**src/rtl/cpu_types_pkg.sv**
```systemverilog
// Shared CPU types: register index, data word and the hazard sequencer state.
package cpu_types_pkg;
   typedef logic [4:0]  regbits_t;
   typedef logic [31:0] word_t;
   typedef enum logic [1:0] {RUN, DRAIN, FLUSH, HALTED} hzd_state_t;
endpackage

```
**src/rtl/sat_counter.sv**
```systemverilog
// Up-counter that sticks at all-ones instead of wrapping.
module sat_counter #(
   parameter int W = 32
) (
   input  logic         CLK,
   input  logic         nRST,
   input  logic         en,
   output logic [W-1:0] cnt
);
   always_ff @(posedge CLK or negedge nRST) begin
      if (!nRST)
         cnt <= '0;
      else if (en && (cnt != {W{1'b1}}))
         cnt <= cnt + 1'b1;
   end
endmodule

```
**src/rtl/hazard_unit.sv**
```systemverilog
// Pipeline sequencer: stage enables/flushes, PC enable, stall counting and the halt sequence.
module hazard_unit
   import cpu_types_pkg::*;
#(
   parameter int CNT_W = 32
) (
   input  logic             CLK,
   input  logic             nRST,
   input  logic             ihit,
   input  logic             dhit,
   input  logic             mem_dren,
   input  logic             mem_dwen,
   input  logic             ex_dren,
   input  logic [4:0]       ex_rt,
   input  logic [4:0]       id_rs,
   input  logic [4:0]       id_rt,
   input  logic             ex_branch,
   input  logic             ex_beq,
   input  logic             ex_equal,
   input  logic             id_jump,
   input  logic             wb_halt,
   input  logic             flush_done,
   output logic             pcen,
   output logic             ifid_en,
   output logic             ifid_flush,
   output logic             idex_en,
   output logic             idex_flush,
   output logic             exmem_en,
   output logic             memwb_en,
   output logic             dcache_flush,
   output logic             halt,
   output logic [CNT_W-1:0] stall_cnt
);
   hzd_state_t state, next_state;
   logic       advance, taken, lu, cnt_en;
   regbits_t   lu_rt;

   assign lu_rt   = ex_rt;
   assign advance = ihit & (~(mem_dren | mem_dwen) | dhit);
   assign taken   = ex_branch & (ex_beq ~^ ex_equal);
   assign lu      = ex_dren & (lu_rt != '0) & ((lu_rt == id_rs) | (lu_rt == id_rt));

   always_ff @(posedge CLK or negedge nRST) begin
      if (!nRST)
         state <= RUN;
      else
         state <= next_state;
   end

   // halt is set on the FLUSH->HALTED edge and only cleared by reset.
   always_ff @(posedge CLK or negedge nRST) begin
      if (!nRST)
         halt <= 1'b0;
      else if ((state == FLUSH) && flush_done)
         halt <= 1'b1;
   end

   // dcache_flush/flush_done handshake: dcache_flush is held high for every FLUSH
   // cycle; the first cycle flush_done is seen high completes the transfer.
   always_comb begin
      next_state   = state;
      pcen         = 1'b0;
      ifid_en      = 1'b0;
      ifid_flush   = 1'b0;
      idex_en      = 1'b0;
      idex_flush   = 1'b0;
      exmem_en     = 1'b0;
      memwb_en     = 1'b0;
      dcache_flush = 1'b0;
      cnt_en       = 1'b0;
      case (state)
         RUN: begin
            if (!advance) begin
               cnt_en = 1'b1;
            end else begin
               pcen     = 1'b1;
               ifid_en  = 1'b1;
               idex_en  = 1'b1;
               exmem_en = 1'b1;
               memwb_en = 1'b1;
               if (taken) begin
                  ifid_flush = 1'b1;
                  idex_flush = 1'b1;
               end else if (lu) begin
                  pcen       = 1'b0;
                  ifid_en    = 1'b0;
                  idex_flush = 1'b1;
               end else if (id_jump) begin
                  ifid_flush = 1'b1;
               end
               if (wb_halt)
                  next_state = DRAIN;
            end
         end
         DRAIN:  next_state = FLUSH;
         FLUSH: begin
            dcache_flush = 1'b1;
            if (flush_done)
               next_state = HALTED;
         end
         HALTED: next_state = HALTED;
         default: next_state = RUN;
      endcase
   end

   sat_counter #(.W(CNT_W)) u_stall_cnt (
      .CLK (CLK),
      .nRST(nRST),
      .en  (cnt_en),
      .cnt (stall_cnt)
   );
endmodule

```
**config.mk**
```make
export PLATFORM = sky130hd
export DESIGN_NAME = hazard_unit
export DESIGN_NICKNAME = d
export VERILOG_FILES = /design/src/rtl/cpu_types_pkg.sv /design/src/rtl/sat_counter.sv /design/src/rtl/hazard_unit.sv
export SDC_FILE = /design/constraint.sdc
export NUM_CORES = 1
export LEC_CHECK = 0
export CORE_ASPECT_RATIO = 0.6
export CORE_UTILIZATION = 50
export CTS_BUF_LIST = sky130_fd_sc_hd__clkbuf_4 sky130_fd_sc_hd__clkbuf_8
export DETAILED_ROUTE_END_ITERATION = 6
export HOLD_SLACK_MARGIN = 0.02
export PLACE_DENSITY = 0.87
export SLEW_MARGIN = 10
export SYNTH_ARGS = -nofsm -noshare
export SYNTH_HDL_FRONTEND = slang
export SYNTH_SLANG_ARGS = --single-unit
```
**constraint.sdc**
```tcl
create_clock -name CLK -period 3.05 [get_ports CLK]
set_clock_uncertainty 0.15 [all_clocks]
set_input_delay 0.61 -clock CLK [delete_from_list [all_inputs] [get_ports CLK]]
set_output_delay 0.61 -clock CLK [all_outputs]
set_load 0.01 [all_outputs]
```
==> results.md, run 1 <==
- Worst hold path class: reg2reg
- DR vias/cell: around 5.4
- YS warnings: 0
- Worst r2r src: u_stall_cnt.cnt[0]$_DFFE_PN0P_
- Initial Utilization: 0.5374
- Multi-input gate area: ~1100 sq um
- Vias in the first global route: approximately 1.6k
- Critical path endpoint: ifid_flush
- Sequential area share after synthesis: 0.4329
- Reg2Reg Setup Slack: 760 ps
- Predominant post-synthesis flop cell: dfrtp_1
- Die W: between 80 and 90 um
- RSZ-0062 raised after global routing: false
- Asr flop ratio synth: 1.000
- FF/Latch Area: ~880 sq um
- Clock transition at the registers of the reported paths: roughly 60 ps
- Row count: 17
- Cell at the slowest stage of the critical path: clkdlybuf4s50_1
- Initial antenna violation count: 0
- Number of flops mapped to enable cells by yosys: 0
- First-pass iteration count of the detailed router: 6
- Power per cell area: 370.9 nW/um^2
- Worst-Margin Slew: between 400 and 500 ps
- Routed Wire Length: ~4800 um
- Peak supply drop: around 0.40 mV
- # fillers: 247
- Slowest cell delay on critical path: 510 ps
- Total global-route track usage: 0.2330
- Fin. Hold Viols: 0
- Status: finished with violations
- # nets final: about 290
- Global-route wire length before repair: roughly 7500 um
- DR iter-0 viols: around 100
- CP Launch Point: id_rt[3]
- CP cell instances: clkdlybuf4s50_1, xnor2_1, nand3_1, nor3_2, o221ai_2, buf_4, a31o_2, buf_2
- Commonest non-fill, non-tap cell in the layout: clkdlybuf4s50_1
- Pre-CTS setup slack: -326.0 ps
- Most frequent cells in the layout: 56 x clkdlybuf4s50_1, 37 x xnor2_1, 35 x dfrtp_1
- Avg Inst Size Synth: around 11 sq um
- Worst Path Required: between 2000 and 2500 ps
- Worst Path Arrival: 2190 ps
- Final Max Tran Viols: 0
- Hpwl dp: 3505 um
- Worst Path Max Fanout: 3
- DIE AREA: between 4000 and 5000 sq um
- Share of cells above drive strength 1: 0.1977
- Failing checks: DRC
- Startpoint Class: input pin
- GPL Wtd Cong: between 0.8 and 0.9
- Clk root buf: clkbuf_8
- Tmin final: 2950 ps
- IO Count: 69
- GRT Residual Overflow: 0
- Critical path class: in2out
- Slew headroom: 0.6983
- Worst-skew pair later-pin latency: approximately 290 ps
- Max Fclk: between 0.3 and 0.4 GHz
- Hold bufs inserted after CTS: 0
- CTS Buf Count: 5
- Clock sink count: 35
- Syn nets: about 210
- Register bit total from synthesis: 35
- H-tree Lvls: 2
- Final antenna-violating net count: 0
- Unique masters post-synth: 38
- Wire per inst: between 15 and 20 um
- Area grow syn2layout: 43.60%
- Number of port buffers: 68
- Final WS setup: 100.5 ps
- Via count: 1675
- # setup viols final: 0
- Max Root-Sink Buffers: 2
- # DRC: 19
- Final Cycle Share: 0.9670
- Final cell count without fillers: 310
- Area of the mapped netlist: 2023 sq um
- Dpl cells: 300
- Core area: roughly 3800 sq um
- Ant diodes: 0
- LEAKAGE: 1.248 nW
- Terminus of the critical flop-to-flop path: u_stall_cnt.cnt[1]$_DFFE_PN0P_
- Die height: a little over 50 um
- FF-to-FF path depth: 6
- Maxcap violations: 0
- Pin count of the biggest net entering global routing: 36
- CP Capture Type: output port
- Syn Inst Count: roughly 180
- CTS tree: yes
==> cells by family after synthesis <==
group,Yosys count,share of synthesized area
simple gates,79,0.2851
xor+xnor,42,0.1818
flops,35,0.4329
buf+inv,13,0.04267
compound gates,11,0.04576
mux,1,0.005565
fa+ha+maj,1,0.006183
==> worst max-delay path: cells and delay by family <==
family / cells / cell delay (ps)
simple gates: 2 / 290
compound gates: 2 / 370
buf+inv: 3 / 790
xor+xnor: 1 / 140
==> state kept, by name (all words and copies together) (netlist names) <==
register	count
halt	1
u_stall_cnt.cnt	32
state	2
==> layout make-up <==
type,count,share of cell area
multi-input cells,134,0.3734
flip-flops and latches,35,0.3015
repair buffers,81,0.2627
clock buffers,8,0.03575
well taps,47,0.02024
inverters,5,0.006460
==> cells in the mapped netlist, drive strengths merged (2+ instances only) <==
master | number | area [sq um]
a21oi | 2 | 13.76
and2 | 5 | 31.28
and3 | 12 | 75.07
and4 | 2 | 17.52
buf | 7 | 63.81
dfrtp | 35 | 875.8
inv | 5 | 18.77
nand2 | 9 | 33.78
nand3 | 21 | 165.2
nand4 | 15 | 142.6
nand4b | 3 | 26.28
nor2 | 4 | 15.01
nor3 | 2 | 10.01
nor4 | 2 | 33.78
or2 | 2 | 12.52
xnor2 | 38 | 332.8
xor2 | 4 | 35.03
==> how the worst min path moves through the flow <==
stage          slack [ps]  cells after the start               end             start
2_1_floorplan         160                      0  halt$_DFFE_PN0P_              nRST
3_3_place_gp          290                      1  halt$_DFFE_PN0P_  halt$_DFFE_PN0P_
3_5_place_dp          310                      1  halt$_DFFE_PN0P_  halt$_DFFE_PN0P_
4_1_cts               320                      1  halt$_DFFE_PN0P_  halt$_DFFE_PN0P_
5_1_grt               330                      1  halt$_DFFE_PN0P_  halt$_DFFE_PN0P_
6_report              320                      1  halt$_DFFE_PN0P_  halt$_DFFE_PN0P_
==> power breakdown <==
part | switching, mW | internal (mW) | leakage (nW)
clock network | 0.163 | 0.215 | 0.0549
registers | 0.0325 | 0.488 | 0.470
logic | 0.0694 | 0.110 | 0.724
==> what timing repair did <==
item / CTS / global route
pin swaps: 3 / 3
buffers inserted: 2 / 0
setup endpoints to repair: 7 / 3
gates resized for setup: 17 / 8
cloned: 0 / 0
==> layer usage <==
metal / vias to the layer above / track usage / part of all wire
met5: - / 0 / 0
met4: 0 / 0.08046 / 0.016
met3: 8 / 0.08239 / 0.079
met2: 61 / 0.3579 / 0.42
met1: 796 / 0.3082 / 0.49
li1: 810 / - / -
==> stage by stage <==
stage,util,area (sq um),setup TNS (ps),hold WS (ps),total power [mW]
floorplan,-,2023,0,164.4,0.5824
global placement,0.7378,2778,-1034,290.8,0.6967
detailed placement,0.7378,2778,-1420,310.0,0.7033
CTS,0.7694,2897,-9.787,322.9,1.085
global route,0.7717,2905,0,331.5,1.124
finish,0.7717,2905,0,316.5,1.078
(Power assumes the default switching activity.)
==> run 2, diff against run 1 <==
==> constraint.sdc (replaced) <==
create_clock -name CLK -period 3.7 [get_ports CLK]
set_clock_uncertainty 0.15 [all_clocks]
set_input_delay 0.74 -clock CLK [delete_from_list [all_inputs] [get_ports CLK]]
set_output_delay 0.74 -clock CLK [all_outputs]
set_load 0.01 [all_outputs]
==> run 2 against run 1 <==
Effect of this change:
- the flow still finishes with violations (DRC)
- global-route usage increased by 0.52 points
- cell area is 2.4% lower
- register-to-register slack gained 460 ps
- worst setup slack better by 23 ps
- wire length shrank 0.76%
- die area unchanged
- count of clock-buffer cells in the layout down 2
- clock power is 28% lower
- non-clock buffer count down 8
- total power decreased by 22%
- via count decreased by 0.84%
- critical path depth down 1
- largest power group unchanged
==> results.md, run 2 (synthesis results as in run 1) <==
- Status: finished with violations
- Failing checks: DRC
- H-tree Lvls: 2
- Total Power: 0.8444 mW
- Final WS setup: about 120 ps
- Number of port buffers: 68
- WHS: 303.7 ps
- Pin count of the biggest net entering global routing: 36
- CTS Buf Count: 5
- DR iter-0 viols: slightly below 70
- Biggest regs: u_stall_cnt.cnt (32), state (2), halt (1)
- Clock sink count: 35
- IO Count: a little under 70
- CTS tree: yes
- # fillers: roughly 260
- Initial Utilization: 0.5374
- Largest register FFs: 32
- Max Root-Sink Buffers: 2
- Final cell count without fillers: 301
- Final antenna-violating net count: 0
- Tmin final: around 3600 ps
- Routed Wire Length: 4721 um
- Worst Path Max Fanout: 5
- Post_cts resized: 0
- Fin. Hold Viols: 0
- Hpwl dp: about 3500 um
- Most frequent cells in the layout: 68 x clkdlybuf4s50_1, 38 x xnor2_1, 35 x dfrtp_1, 12 x and3_1, 12 x nand3_2
- Row count: 17
- Worst-Margin Slew: 472.5 ps
- First-pass iteration count of the detailed router: 6
- Setup repair bufs after CTS: 0
- Terminus of the critical flop-to-flop path: u_stall_cnt.cnt[1]$_DFFE_PN0P_
- Hold path startpoint: halt$_DFFE_PN0P_
- Worst r2r src: u_stall_cnt.cnt[0]$_DFFE_PN0P_
- Worst Path Required: between 2000 and 3000 ps
- LEAKAGE: 1.153 nW
- Largest Register: u_stall_cnt.cnt
- Vias in the first global route: approximately 1.5k
- Worst hold path class: reg2reg
- Ant diodes: 0
- Startpoint Class: input pin
- # DRC: 18
- Final Cycle Share: 0.9666
- Total global-route track usage: 0.2381
- Multi-input gate area: 1076 sq um
- Worst Path Arrival: ~2700 ps
- GRT Residual Overflow: 0
- Wire per inst: between 15 and 20 um
- CP Launch Point: mem_dwen
- GPL Wtd Cong: between 0.7 and 0.8
- FF/Latch Area: 875.8 sq um
- Final Max Tran Viols: 0
- Die height: slightly above 50 um
- Worst Hold Path EP: halt$_DFFE_PN0P_
- Area grow syn2layout: 40.14%
- Initial antenna violation count: 0
- # setup viols final: 0
- Via count: ~1.7k
- Peak supply drop: between 0.4 and 0.5 mV
- DIE AREA: between 4000 and 5000 sq um
- Slew headroom: 0.6824
- Hold bufs inserted after CTS: 0
- CP Capture Type: output port
- FF-to-FF path depth: 6
- Worst-skew pair later-pin latency: 280 ps
- Critical path class: in2out
- Max Fclk: 0.2796 GHz
- Share of cells above drive strength 1: 0.1496
- Clock transition at the registers of the reported paths: 60 ps
- Hold path depth: 1
- Clk root buf: clkbuf_8
- Commonest non-fill, non-tap cell in the layout: clkdlybuf4s50_1
- Die W: 84.12 um
- Maxcap violations: 0
- Global-route wire length before repair: approximately 7700 um
- Dpl cells: approximately 300
- Pre-CTS setup slack: about 44 ps
- # nets final: 283
- Core area: approximately 3800 sq um
- Power per cell area: 297.8 nW/um^2
- DR vias/cell: around 5.5
- Reg2Reg Setup Slack: around 1200 ps
-- run 2: cell count changes in the layout (fill, tap and decap cells not counted), moves of 2 or more --
cell	change
clkdlybuf4s50_1	+12
dlymetal6s2s_1	-2
clkbuf_2	-2
buf_4	-7
dlygate4sd2_1	-7
-- run 2: report_power, final --
part	total (mW)	switching (mW)	leakage [nW]	internal (mW)
clock network	0.274	0.128	0.0470	0.146
logic	0.141	0.0542	0.636	0.0867
registers	0.430	0.0274	0.470	0.402
-- run 2: per-layer routing --
layer | vias to the layer above | routed length, um | track usage
li1 | 787 | - | -
met1 | 792 | 2211 | 0.3271
met2 | 80 | 2061 | 0.3811
met3 | 2 | 439 | 0.06947
met4 | 0 | 9 | 0.04310
met5 | - | 0 | 0
-- run 2: worst max-delay path: stages --
cell and delay (ps):
clkdlybuf4s50_1 430, o21bai_2 260, nand2_1 110, or2_2 310, inv_1 140, o21a_1 170
clkdlybuf4s50_1 540
-- run 2: worst max-delay path by stage --
stage	end	depth (start not counted)
2_1_floorplan	pcen	6
3_3_place_gp	pcen	5
3_5_place_dp	ifid_en	7
4_1_cts	ifid_en	7
5_1_grt	pcen	7
6_report	ifid_en	7
-- run 2: layout make-up --
type                       count  area share
clock inverter                 1    0.001765
multi-input combinational    134      0.3795
inverter                       5    0.006620
sequential                    35      0.3089
clock buffer                   6     0.02913
timing repair buffer          73      0.2533
tap                           47     0.02074
-- run 2: metrics by stage --
step | instance area [sq um] | setup TNS (ps) | utilization
2_1_floorplan | 2023 | 0 | -
3_3_place_gp | 2733 | 0 | 0.7258
3_5_place_dp | 2733 | 0 | 0.7258
4_1_cts | 2820 | 0 | 0.7491
5_1_grt | 2835 | -28.72 | 0.7531
6_report | 2835 | 0 | 0.7531
==> run 3, diff against run 2 <==
--- a/config.mk
+++ b/config.mk
@@ -11,7 +11,7 @@
 export DETAILED_ROUTE_END_ITERATION = 6
 export HOLD_SLACK_MARGIN = 0.02
 export PLACE_DENSITY = 0.87
-export SLEW_MARGIN = 10
+export SLEW_MARGIN = 20
 export SYNTH_ARGS = -nofsm -noshare
 export SYNTH_HDL_FRONTEND = slang
 export SYNTH_SLANG_ARGS = --single-unit
==> results of run 3 <==
Final layout, timing and power as in run 2 (identical DEF).
